--- src/rtl/mem_timer_pkg.sv ---
// -----------------------------------------------------------------------------
// mem_timer_pkg
// Shared definitions for the memory-mapped timer:
//   - register offsets (byte offsets from BASE)
//   - CTL bit positions
//   - counting mode encoding
//   - byte_merge(): byte-lane write merge used by every writable register
// -----------------------------------------------------------------------------
package mem_timer_pkg;

  // Byte offsets of the registers relative to BASE.
  localparam logic [2:0] OFF_CTL  = 3'd0;
  localparam logic [2:0] OFF_TAR  = 3'd2;
  localparam logic [2:0] OFF_CCR0 = 3'd4;

  // CTL bit positions.
  localparam int CTL_EN     = 0;
  localparam int CTL_MODE   = 1;
  localparam int CTL_IE     = 2;
  localparam int CTL_IFG    = 3;
  localparam int CTL_ID_LSB = 4;
  localparam int CTL_ID_MSB = 5;
  localparam int CTL_CLR    = 8;

  // Counting mode held in CTL.MODE.
  typedef enum logic {
    MODE_CONT = 1'b0,  // free-running 0..FFFF
    MODE_UP   = 1'b1   // 0..CCR0
  } mode_e;

  // Merge a CPU write into an existing 16-bit register.
  //   word write        : all 16 bits replaced
  //   byte write, hi=0  : wdata[7:0] -> reg[7:0]
  //   byte write, hi=1  : wdata[7:0] -> reg[15:8]
  function automatic logic [15:0] byte_merge(input logic [15:0] old_val,
                                             input logic [15:0] wdata,
                                             input logic        bw,
                                             input logic        hi);
    logic [15:0] res;
    res = old_val;
    if (!bw) begin
      res = wdata;
    end else if (hi) begin
      res[15:8] = wdata[7:0];
    end else begin
      res[7:0] = wdata[7:0];
    end
    return res;
  endfunction

endpackage

--- src/rtl/mem_timer_if.sv ---
// -----------------------------------------------------------------------------
// mem_timer_if
// CPU memory bus as seen by a peripheral responder.
//   MAB_in     : address (initiator -> responder)
//   MDB_in     : write data (initiator -> responder)
//   MW         : write strobe, 1 = write this cycle
//   BW         : 1 = byte access, 0 = word access
//   periph_MDB : read data, combinational from MAB_in/BW (responder -> initiator)
//   periph_hit : address decodes to the responder (responder -> initiator)
// Bus timing: there is no valid/ready handshake. A write is accepted on the
// rising clock edge at which MW=1 and periph_hit=1; a read is valid in the
// same cycle the address is presented, with zero wait states.
// -----------------------------------------------------------------------------
interface mem_timer_if;
  logic [15:0] MAB_in;
  logic [15:0] MDB_in;
  logic        MW;
  logic        BW;
  logic [15:0] periph_MDB;
  logic        periph_hit;

  modport master (
    output MAB_in, MDB_in, MW, BW,
    input  periph_MDB, periph_hit
  );

  modport slave (
    input  MAB_in, MDB_in, MW, BW,
    output periph_MDB, periph_hit
  );
endinterface

--- src/rtl/timer_prescaler.sv ---
// -----------------------------------------------------------------------------
// timer_prescaler
// Divides the clock by 1/2/4/8 and emits a one-cycle tick.
// Ports:
//   clk  in   system clock
//   rst  in   asynchronous active-low reset
//   en   in   count enable; count is held at 0 while low
//   clr  in   synchronous clear of the count
//   id   in   divider select: 0=/1, 1=/2, 2=/4, 3=/8
//   tick out  1 when the count reaches divisor-1 while enabled
// -----------------------------------------------------------------------------
module timer_prescaler (
  input  logic       clk,
  input  logic       rst,
  input  logic       en,
  input  logic       clr,
  input  logic [1:0] id,
  output logic       tick
);

  logic [2:0] r_cnt;
  logic [2:0] w_lim;

  always_comb begin
    w_lim = 3'd0;
    case (id)
      2'd0:    w_lim = 3'd0;
      2'd1:    w_lim = 3'd1;
      2'd2:    w_lim = 3'd3;
      default: w_lim = 3'd7;
    endcase
  end

  // The tick reflects the count as it stands; the owner decides whether a
  // simultaneous clear also cancels this cycle's tick.
  assign tick = en && (r_cnt == w_lim);

  always_ff @(posedge clk or negedge rst) begin
    if (!rst) begin
      r_cnt <= 3'd0;
    end else if (!en || clr || tick) begin
      r_cnt <= 3'd0;
    end else begin
      r_cnt <= r_cnt + 3'd1;
    end
  end

endmodule

--- src/rtl/mem_timer.sv ---
// -----------------------------------------------------------------------------
// mem_timer
// Memory-mapped 16-bit timer responding on the CPU memory bus.
//   BASE+0 CTL  : [0]EN [1]MODE [2]IE [3]IFG [5:4]ID [8]CLR(write-only)
//   BASE+2 TAR  : counter
//   BASE+4 CCR0 : compare value for up mode
//   BASE+6/7    : not decoded
// Ports:
//   clk  in    system clock
//   rst  in    asynchronous active-low reset
//   bus  slave CPU bus (address, write data, strobes, read data, hit)
//   irq  out   interrupt request = CTL.IE & CTL.IFG
// -----------------------------------------------------------------------------
module mem_timer
  import mem_timer_pkg::*;
#(
  parameter logic [15:0] BASE = 16'h0160,
  parameter int          SIZE = 16
) (
  input  logic        clk,
  input  logic        rst,
  mem_timer_if.slave  bus,
  output logic        irq
);

  // Register state
  logic [SIZE-1:0] r_tar;
  logic [SIZE-1:0] r_ccr0;
  logic            r_en;
  mode_e           r_mode;
  logic            r_ie;
  logic            r_ifg;
  logic [1:0]      r_id;

  // Decode
  logic [2:0]  w_off;
  logic        w_hi;
  logic        w_hit;
  logic        w_wr;
  logic        w_wr_lo;
  logic        w_wr_hi;
  logic        w_wr_ctl;
  logic        w_wr_tar;
  logic        w_wr_ccr0;
  logic        w_ctl_lo_wr;
  logic        w_clr;
  logic        w_psc_clr;
  logic        w_tick;
  logic        w_tick_eff;
  logic        w_wrap;
  logic        w_hw_ifg;
  logic [15:0] w_ctl_rd;
  logic [15:0] w_sel;

  assign w_off = {bus.MAB_in[2:1], 1'b0};
  assign w_hi  = bus.MAB_in[0];
  assign w_hit = (bus.MAB_in[15:3] == BASE[15:3]) && (bus.MAB_in[2:1] != 2'b11);

  // Byte lanes touched by this access; a word access ignores MAB_in[0].
  assign w_wr      = bus.MW && w_hit;
  assign w_wr_lo   = !bus.BW || !w_hi;
  assign w_wr_hi   = !bus.BW || w_hi;
  assign w_wr_ctl  = w_wr && (w_off == OFF_CTL);
  assign w_wr_tar  = w_wr && (w_off == OFF_TAR);
  assign w_wr_ccr0 = w_wr && (w_off == OFF_CCR0);

  // CTL low byte holds every stored control bit, including ID.
  assign w_ctl_lo_wr = w_wr_ctl && w_wr_lo;

  // CLR lives in the high byte: bit 8 of a word write, bit 0 of a high-byte write.
  assign w_clr = w_wr_ctl && w_wr_hi &&
                 (bus.BW ? bus.MDB_in[0] : bus.MDB_in[CTL_CLR]);

  // Any CLR or ID write restarts the prescaler phase.
  assign w_psc_clr = w_clr || w_ctl_lo_wr;

  timer_prescaler u_prescaler (
    .clk  (clk),
    .rst  (rst),
    .en   (r_en),
    .clr  (w_psc_clr),
    .id   (r_id),
    .tick (w_tick)
  );

  // A CLR write suppresses counting for its cycle; an ID-only write does not.
  assign w_tick_eff = w_tick && !w_clr;

  // FFFF always wraps, which also covers up mode after CCR0 was lowered below
  // TAR: the count runs on to FFFF, wraps, and compares normally afterwards.
  assign w_wrap   = (r_tar == 16'hFFFF) || ((r_mode == MODE_UP) && (r_tar == r_ccr0));
  assign w_hw_ifg = w_tick_eff && w_wrap;

  always_comb begin
    w_ctl_rd                        = 16'h0000;
    w_ctl_rd[CTL_EN]                = r_en;
    w_ctl_rd[CTL_MODE]              = r_mode;
    w_ctl_rd[CTL_IE]                = r_ie;
    w_ctl_rd[CTL_IFG]               = r_ifg;
    w_ctl_rd[CTL_ID_MSB:CTL_ID_LSB] = r_id;
  end

  always_comb begin
    w_sel = 16'h0000;
    case (w_off)
      OFF_CTL:  w_sel = w_ctl_rd;
      OFF_TAR:  w_sel = r_tar;
      OFF_CCR0: w_sel = r_ccr0;
      default:  w_sel = 16'h0000;
    endcase
  end

  always_comb begin
    bus.periph_MDB = 16'h0000;
    if (w_hit) begin
      if (!bus.BW)   bus.periph_MDB = w_sel;
      else if (w_hi) bus.periph_MDB = {8'h00, w_sel[15:8]};
      else           bus.periph_MDB = {8'h00, w_sel[7:0]};
    end
  end

  assign bus.periph_hit = w_hit;

  always_ff @(posedge clk or negedge rst) begin
    if (!rst) begin
      r_tar  <= '0;
      r_ccr0 <= '0;
      r_en   <= 1'b0;
      r_mode <= MODE_CONT;
      r_ie   <= 1'b0;
      r_ifg  <= 1'b0;
      r_id   <= 2'd0;
    end else begin
      if (w_ctl_lo_wr) begin
        r_en   <= bus.MDB_in[CTL_EN];
        r_mode <= mode_e'(bus.MDB_in[CTL_MODE]);
        r_ie   <= bus.MDB_in[CTL_IE];
        r_id   <= bus.MDB_in[CTL_ID_MSB:CTL_ID_LSB];
      end

      // Hardware set wins over a software clear in the same cycle.
      if (w_ctl_lo_wr) begin
        r_ifg <= bus.MDB_in[CTL_IFG] || w_hw_ifg;
      end else if (w_hw_ifg) begin
        r_ifg <= 1'b1;
      end

      // CLR first, then CPU write, then counting.
      if (w_clr) begin
        r_tar <= '0;
      end else if (w_wr_tar) begin
        r_tar <= byte_merge(r_tar, bus.MDB_in, bus.BW, w_hi);
      end else if (w_tick_eff) begin
        r_tar <= w_wrap ? 16'h0000 : (r_tar + 16'd1);
      end

      if (w_wr_ccr0) begin
        r_ccr0 <= byte_merge(r_ccr0, bus.MDB_in, bus.BW, w_hi);
      end
    end
  end

  assign irq = r_ie && r_ifg;

endmodule

--- src/flat_wrapper.sv ---
// flat-port wrapper written by rule: the top's interface ports become plain ports
module mem_timer_flat import mem_timer_pkg::*;
#(
  parameter logic [15:0] BASE = 16'h0160,
  parameter int          SIZE = 16
)
  (clk, rst, irq, bus_MAB_in, bus_MDB_in, bus_MW, bus_BW, bus_periph_MDB, bus_periph_hit);
  mem_timer_if bus_i ();
  input  logic clk;
  input  logic rst;
  output logic irq;
  input wire logic [$bits(bus_i.MAB_in)-1:0] bus_MAB_in;
  input wire logic [$bits(bus_i.MDB_in)-1:0] bus_MDB_in;
  input wire logic [$bits(bus_i.MW)-1:0] bus_MW;
  input wire logic [$bits(bus_i.BW)-1:0] bus_BW;
  output wire logic [$bits(bus_i.periph_MDB)-1:0] bus_periph_MDB;
  output wire logic [$bits(bus_i.periph_hit)-1:0] bus_periph_hit;
  assign bus_i.MAB_in = bus_MAB_in;
  assign bus_i.MDB_in = bus_MDB_in;
  assign bus_i.MW = bus_MW;
  assign bus_i.BW = bus_BW;
  assign bus_periph_MDB = bus_i.periph_MDB;
  assign bus_periph_hit = bus_i.periph_hit;
  mem_timer #(.BASE(BASE), .SIZE(SIZE)) u_core (.clk(clk), .rst(rst), .bus(bus_i), .irq(irq));
endmodule
--- config.mk ---
export PLATFORM = sky130hd
export DESIGN_NAME = mem_timer_flat
export DESIGN_NICKNAME = d
export VERILOG_FILES = /design/src/rtl/mem_timer_pkg.sv /design/src/rtl/mem_timer_if.sv /design/src/rtl/timer_prescaler.sv /design/src/rtl/mem_timer.sv /design/src/flat_wrapper.sv
export SDC_FILE = /design/constraint.sdc
export NUM_CORES = 1
export LEC_CHECK = 0
export CAP_MARGIN = 10
export CELL_PAD_IN_SITES_DETAIL_PLACEMENT = 0
export CELL_PAD_IN_SITES_GLOBAL_PLACEMENT = 1
export CORE_MARGIN = 2
export CORE_UTILIZATION = 30
export DETAILED_ROUTE_END_ITERATION = 8
export PLACE_DENSITY = 0.6
export SLEW_MARGIN = 20
export SYNTH_ARGS = -nofsm -noshare
export SYNTH_HDL_FRONTEND = slang
export SYNTH_HIERARCHICAL = 1
export SYNTH_SLANG_ARGS = --single-unit
--- constraint.sdc ---
create_clock -name clk -period 4.3 [get_ports clk]
set_input_delay 1.075 -clock clk [delete_from_list [all_inputs] [get_ports clk]]
set_output_delay 1.075 -clock clk [all_outputs]
set_load 0.005 [all_outputs]
Word level (Yosys, flattened, before mapping) --
Index checks and enable logic that the tools add are counted.
Word-level totals: flip-flop bits (word level) 41
Operators by class: add/subtract/negate cells 2, equal/unequal tests 13, muxes and demuxes 16, reduce and logical (&&, ||, !) cells 32
Operators with widths (count):
- 16-bit two-way mux | 7
- 16-bit case mux with 3 select lines | 1
- 8-bit two-way mux | 3
- 16-bit by 1-bit adder with 16-bit output (second input constant) | 1
- 16-bit equality test | 1
- 16-bit equality test (second input constant) | 1
- 13-bit by 6-bit equality test with 1-bit output (second input constant) | 1
- 1-bit logical AND | 13
- 3-bit case mux with 3 select lines | 1
- 4-bit inequality test (second input constant) | 2
- 2-bit AND reduction | 4
- 1-bit logical OR | 7
- 2-bit inequality test (second input constant) | 3
- 2-bit by 1-bit equality test with 1-bit output (second input constant) | 2
- 2-bit equality test (second input constant) | 2
- 1-bit zero test | 4
- 3-bit by 1-bit adder with 3-bit output (second input constant) | 1
- 3-bit equality test | 1
- 3-bit zero test | 1
- 1-bit two-way mux | 3
- 3-bit two-way mux | 1
- 3-bit nonzero test | 1
- 2-bit zero test | 1
- 2-bit nonzero test | 1

Logic depth before layout (Yosys ltp) --
depth after elaboration 11, depth in mapped cells 9, mapped depth without buffers 8

Modules after synthesis --
Netlist, hierarchy kept.
By module, submodules not included:
- mem_timer | instances 1, cells each 335, area each 2927.8 µm², seq. area each 950.9 µm²
- timer_prescaler | instances 1, cells each 17, area each 193.9 µm², seq. area each 75.1 µm²

Worst setup path after synthesis --
OpenSTA, ideal clock, no wires.
path kind input to output, start input bus_MAB_in[7], end output bus_periph_MDB[10], data arrival time 2278 ps, data required time 3225 ps, setup slack 947 ps, stages on the path 6, buffers on the path 0, path through and4bb_2 -> and3b_1 -> nand4_1 -> inv_1 -> nand2_1 -> nor2_1
On the way: cells in the longest elaborated chain, start to end 3
Ends and longest elaborated chain:
- start: declaration | RTL line flat_wrapper.sv:12 | input wire logic [$bits(bus_i.MAB_in)-1:0] bus_MAB_in;
- 13-bit by 6-bit equality test with 1-bit output | RTL line mem_timer.sv:57 | assign w_hit = (bus.MAB_in[15:3] == BASE[15:3]) && (bus.MAB_in[2:1] != 2'b11);
- 1-bit logical AND | RTL line mem_timer.sv:57
- named net bus_periph_hit | RTL line flat_wrapper.sv:17 | output wire logic [$bits(bus_i.periph_hit)-1:0] bus_periph_hit;
- 16-bit two-way mux | RTL line mem_timer.sv:115 | if (w_hit) begin
- end: declaration | RTL line flat_wrapper.sv:16 | output wire logic [$bits(bus_i.periph_MDB)-1:0] bus_periph_MDB;
The timed path passes the listed nets, and every way through them passes these cells.

Worst setup path in the final report --
start input bus_MAB_in[6], end output bus_periph_MDB[6]
On the way: cells in the longest elaborated chain, start to end 3
Ends and longest elaborated chain (RTL line):
- 13-bit by 6-bit equality test with 1-bit output | mem_timer.sv:57
- 1-bit logical AND | mem_timer.sv:57
- 16-bit two-way mux | mem_timer.sv:115
Every way passes these cells.

==> flow_metrics.tcl <==
set metrics [dict create \
    status "finished, final reports clean" \
    ys.flop_type "dfrtp_1" \
    cp.arrival_ns 3.10 \
    synth_common_cells "41 x dfrtp_1, 30 x nor2_1, 23 x nand2_1, 18 x xnor2_1, 17 x a211oi_1" \
    grtUsageTotal 0.194 \
    path_clk_slew_ns 0.08 \
    synth_largest_area_cell "dfrtp_1" \
    synthDistinctLibCells 58 \
    cts_tree "built" \
    start_util 0.305 \
    dr.pass1.iters 5 \
    ctsRootBufferMaster "clkbuf_8" \
    startpoint "bus_MAB_in[6]" \
    r2r_setup_slack_ns 1.75 \
    r2r_end "u_core/r_tar[3]" \
    cts.sinks 41 \
    ys_top_cells_by_area "dfrtp_1 33%, mux2i_1 5.1%, xnor2_1 5.1%" \
    ctsResizeCount 0 \
    ir_drop_mv 0.0831 \
    die_width_um 106 \
    switching_power_w 0.000208 \
    area_growth_pct 26.3 \
    critPathCaptureType "primary output" \
    p_sw_frac 0.274 \
    synth_edf_count 0 \
    intPower_w 0.000552 \
    path_class "in -> out" \
    start_kind "primary input" \
    worst_pin_slew_ns 0.919 \
    place_area_mm2 0.00384 \
    nNetsFinal 447 \
    totalPowerFinal_w 0.000759 \
    fill_cells 1056 \
    avgViaCountPerCell 5.54 \
    pwr_density_cell_mw_per_mm2 193 \
    post-route-period-util 0.970 \
    rows 37 \
    wl_per_cell_um 19.7 \
    hold_ws_ns 0.511 \
    dr_total_vias 3023 \
    slew_viol_final 0 \
    async_flop_share 1.00 \
    hold_viol_final 0 \
    seqPwrFrac 0.513 \
    worstPathMaxFanout 8 \
    p_comb_frac 0.149 \
    crit_end "bus_periph_MDB[6]" \
    maxCapViolCount 0 \
    die_area_mm2 0.0112 \
    yosysWarnings 6 \
    design_area_mm2 0.00394 \
    rsz0062_at_grt "no" \
    hold_path_class "reg -> reg" \
    place.gp.congestion 0.879 \
    port_buffers 53 \
    cts.path.max_buffers 2 \
    antenna_found_initial 0 \
    fin_skew_ns 0.00387 \
    core_area_mm2 0.0102 \
    postRouteWirelength_um 10800 \
    fp.dieH_um 106 \
    required_ns 3.22 \
    grt_pass1_vias 2978 \
    dp_hpwl_um 8150 \
    avgSynthCellArea_um2 8.87 \
    ys_ff_latch 41 \
    yosysSeqAreaShare 0.329 \
    syn_inst 352 \
    setup-violations-final 0 \
    ios 54 \
    drive_above_1_share 0.139 \
    htree_levels 2 \
    hold_buffers 0 \
    cts_made_buffers 5 \
    route.detailed.drc 0 \
    clockPowerShare 0.338 \
    r2r-start "u_core/r_tar[3]" \
    synthMostInstantiatedCell "dfrtp_1" \
    drt_iter0_markers 158 \
    postCtsSetupBuffers 0 \
    overflow 0 \
    p_leak_nw 1.57 \
    ant_nets 0 \
    syn-num-nets 390 \
    maxSlewHeadroom 0.383 \
    tns_ns 0 \
    synth_top_area_frac 0.329 \
    hold_start "u_core/u_prescaler/r_cnt[0]" \
    synthesis.area_mm2 0.00312 \
    worstSkewPairLatency_ns 0.30 \
    fmax_mhz 240 \
    grt_start_max_net_pins 42 \
    n_antenna_cell 0 \
    ff2ff_path_depth 7 \
    min_period_ns 4.17 \
    grt_pass1_wl_um 16600 \
]
-- area by class of cell --
class	count	area (um2)	share of cell area
Clock buffer	6	72.6	0.0184
Clock inverter	2	10.0	0.00254
Inverter	8	30.0	0.00762
Multi-Input combinational cell	282	1970	0.499
Sequential cell	41	1030	0.260
Tap cell	136	170	0.0432
Timing Repair Buffer	71	666	0.169
-- flip-flops by register name (all words and copies together), names as in the netlist --
name / cells
u_core/r_ccr0: 16
u_core/r_tar: 16
u_core/u_prescaler/r_cnt: 3
u_core/r_id: 2
u_core/r_en: 1
u_core/r_ie: 1
u_core/r_ifg: 1
u_core/r_mode: 1
-- how the worst min path moves through the flow --
stage,endpoint,depth (start not counted)
after floorplan,u_core/u_prescaler/r_cnt[0],1
after global placement,u_core/u_prescaler/r_cnt[0],1
after detailed placement,u_core/u_prescaler/r_cnt[0],1
after CTS,u_core/u_prescaler/r_cnt[0],1
after global routing,u_core/u_prescaler/r_cnt[0],1
final,u_core/u_prescaler/r_cnt[0],1
-- power groups by stage --
stage	registers, W	clock network [W]	logic (W)
floorplan	0.000395	0	0.0000410
global placement	0.000397	0	0.000113
detailed placement	0.000397	0	0.000113
CTS	0.000389	0.000267	0.000113
global route	0.000389	0.000286	0.000122
finish	0.000389	0.000257	0.000113
-- through the flow --
step / util / worst slack [ns] / instances
after floorplan: - / 0.947 / 352
after CTS: 0.384 / 0.0267 / 546
after detailed placement: 0.375 / 0.0578 / 538
final: 0.385 / 0.129 / 546
after global placement: 0.375 / 0.0656 / 538
after global routing: 0.385 / 0.0184 / 546
-- cells by family (layout without fill, tap and decap cells) --
| group | Yosys count | count (layout) | share of synthesized area |
|---|---|---|---|
| multiplexers | 30 | 30 | 0.108 |
| buffers and inverters | 29 | 87 | 0.0453 |
| adder cells (fa/ha/maj) | 2 | 2 | 0.00801 |
| AO/OA/AOI/OAI | 106 | 106 | 0.230 |
| flip-flops | 41 | 41 | 0.329 |
| XOR/XNOR | 18 | 18 | 0.0505 |
| AND/OR/NAND/NOR | 126 | 126 | 0.230 |
-- metal layers --
metal	vias to the layer above	wire length (um)	part of all wire	global-route usage
met5	-	0	0	0
met4	0	161	0.015	0.0573
met3	15	420	0.039	0.0300
met2	83	5000	0.46	0.311
met1	1484	5190	0.48	0.269
li1	1441	-	-	-
-- worst max-delay path: stages --
cell and delay [ns]:
clkdlybuf4s50_1 0.48, and4bb_2 0.24, and3b_1 0.19, nand4_1 0.15
buf_4 0.22, a211oi_1 0.19, clkdlybuf4s50_1 0.54
-- cell usage in the layout, fill, tap and decap left out, drive strengths merged, types with 4 or more instances in the layout --
| master | synthesis | final |
|---|---|---|
| nor3 | 9 | 9 |
| a31oi | 6 | 6 |
| dfrtp | 41 | 41 |
| inv | 8 | 8 |
| nor2 | 30 | 30 |
| nor2b | 6 | 6 |
| xnor2 | 18 | 18 |
| mux2i | 16 | 16 |
| or3 | 4 | 4 |
| o21a | 6 | 6 |
| nand3 | 12 | 12 |
| mux2 | 14 | 14 |
| nand2 | 23 | 23 |
| buf | 16 | 19 |
| nand4 | 13 | 13 |
| nor4 | 5 | 5 |
| a22oi | 10 | 10 |
| clkdlybuf4s50 | 0 | 51 |
| o21ai | 23 | 23 |
| clkbuf | 5 | 6 |
| a211oi | 17 | 17 |
| o22ai | 9 | 9 |
| and3 | 7 | 7 |
| a21oi | 17 | 17 |
No activity file was read; power rests on OpenSTA's default activity.
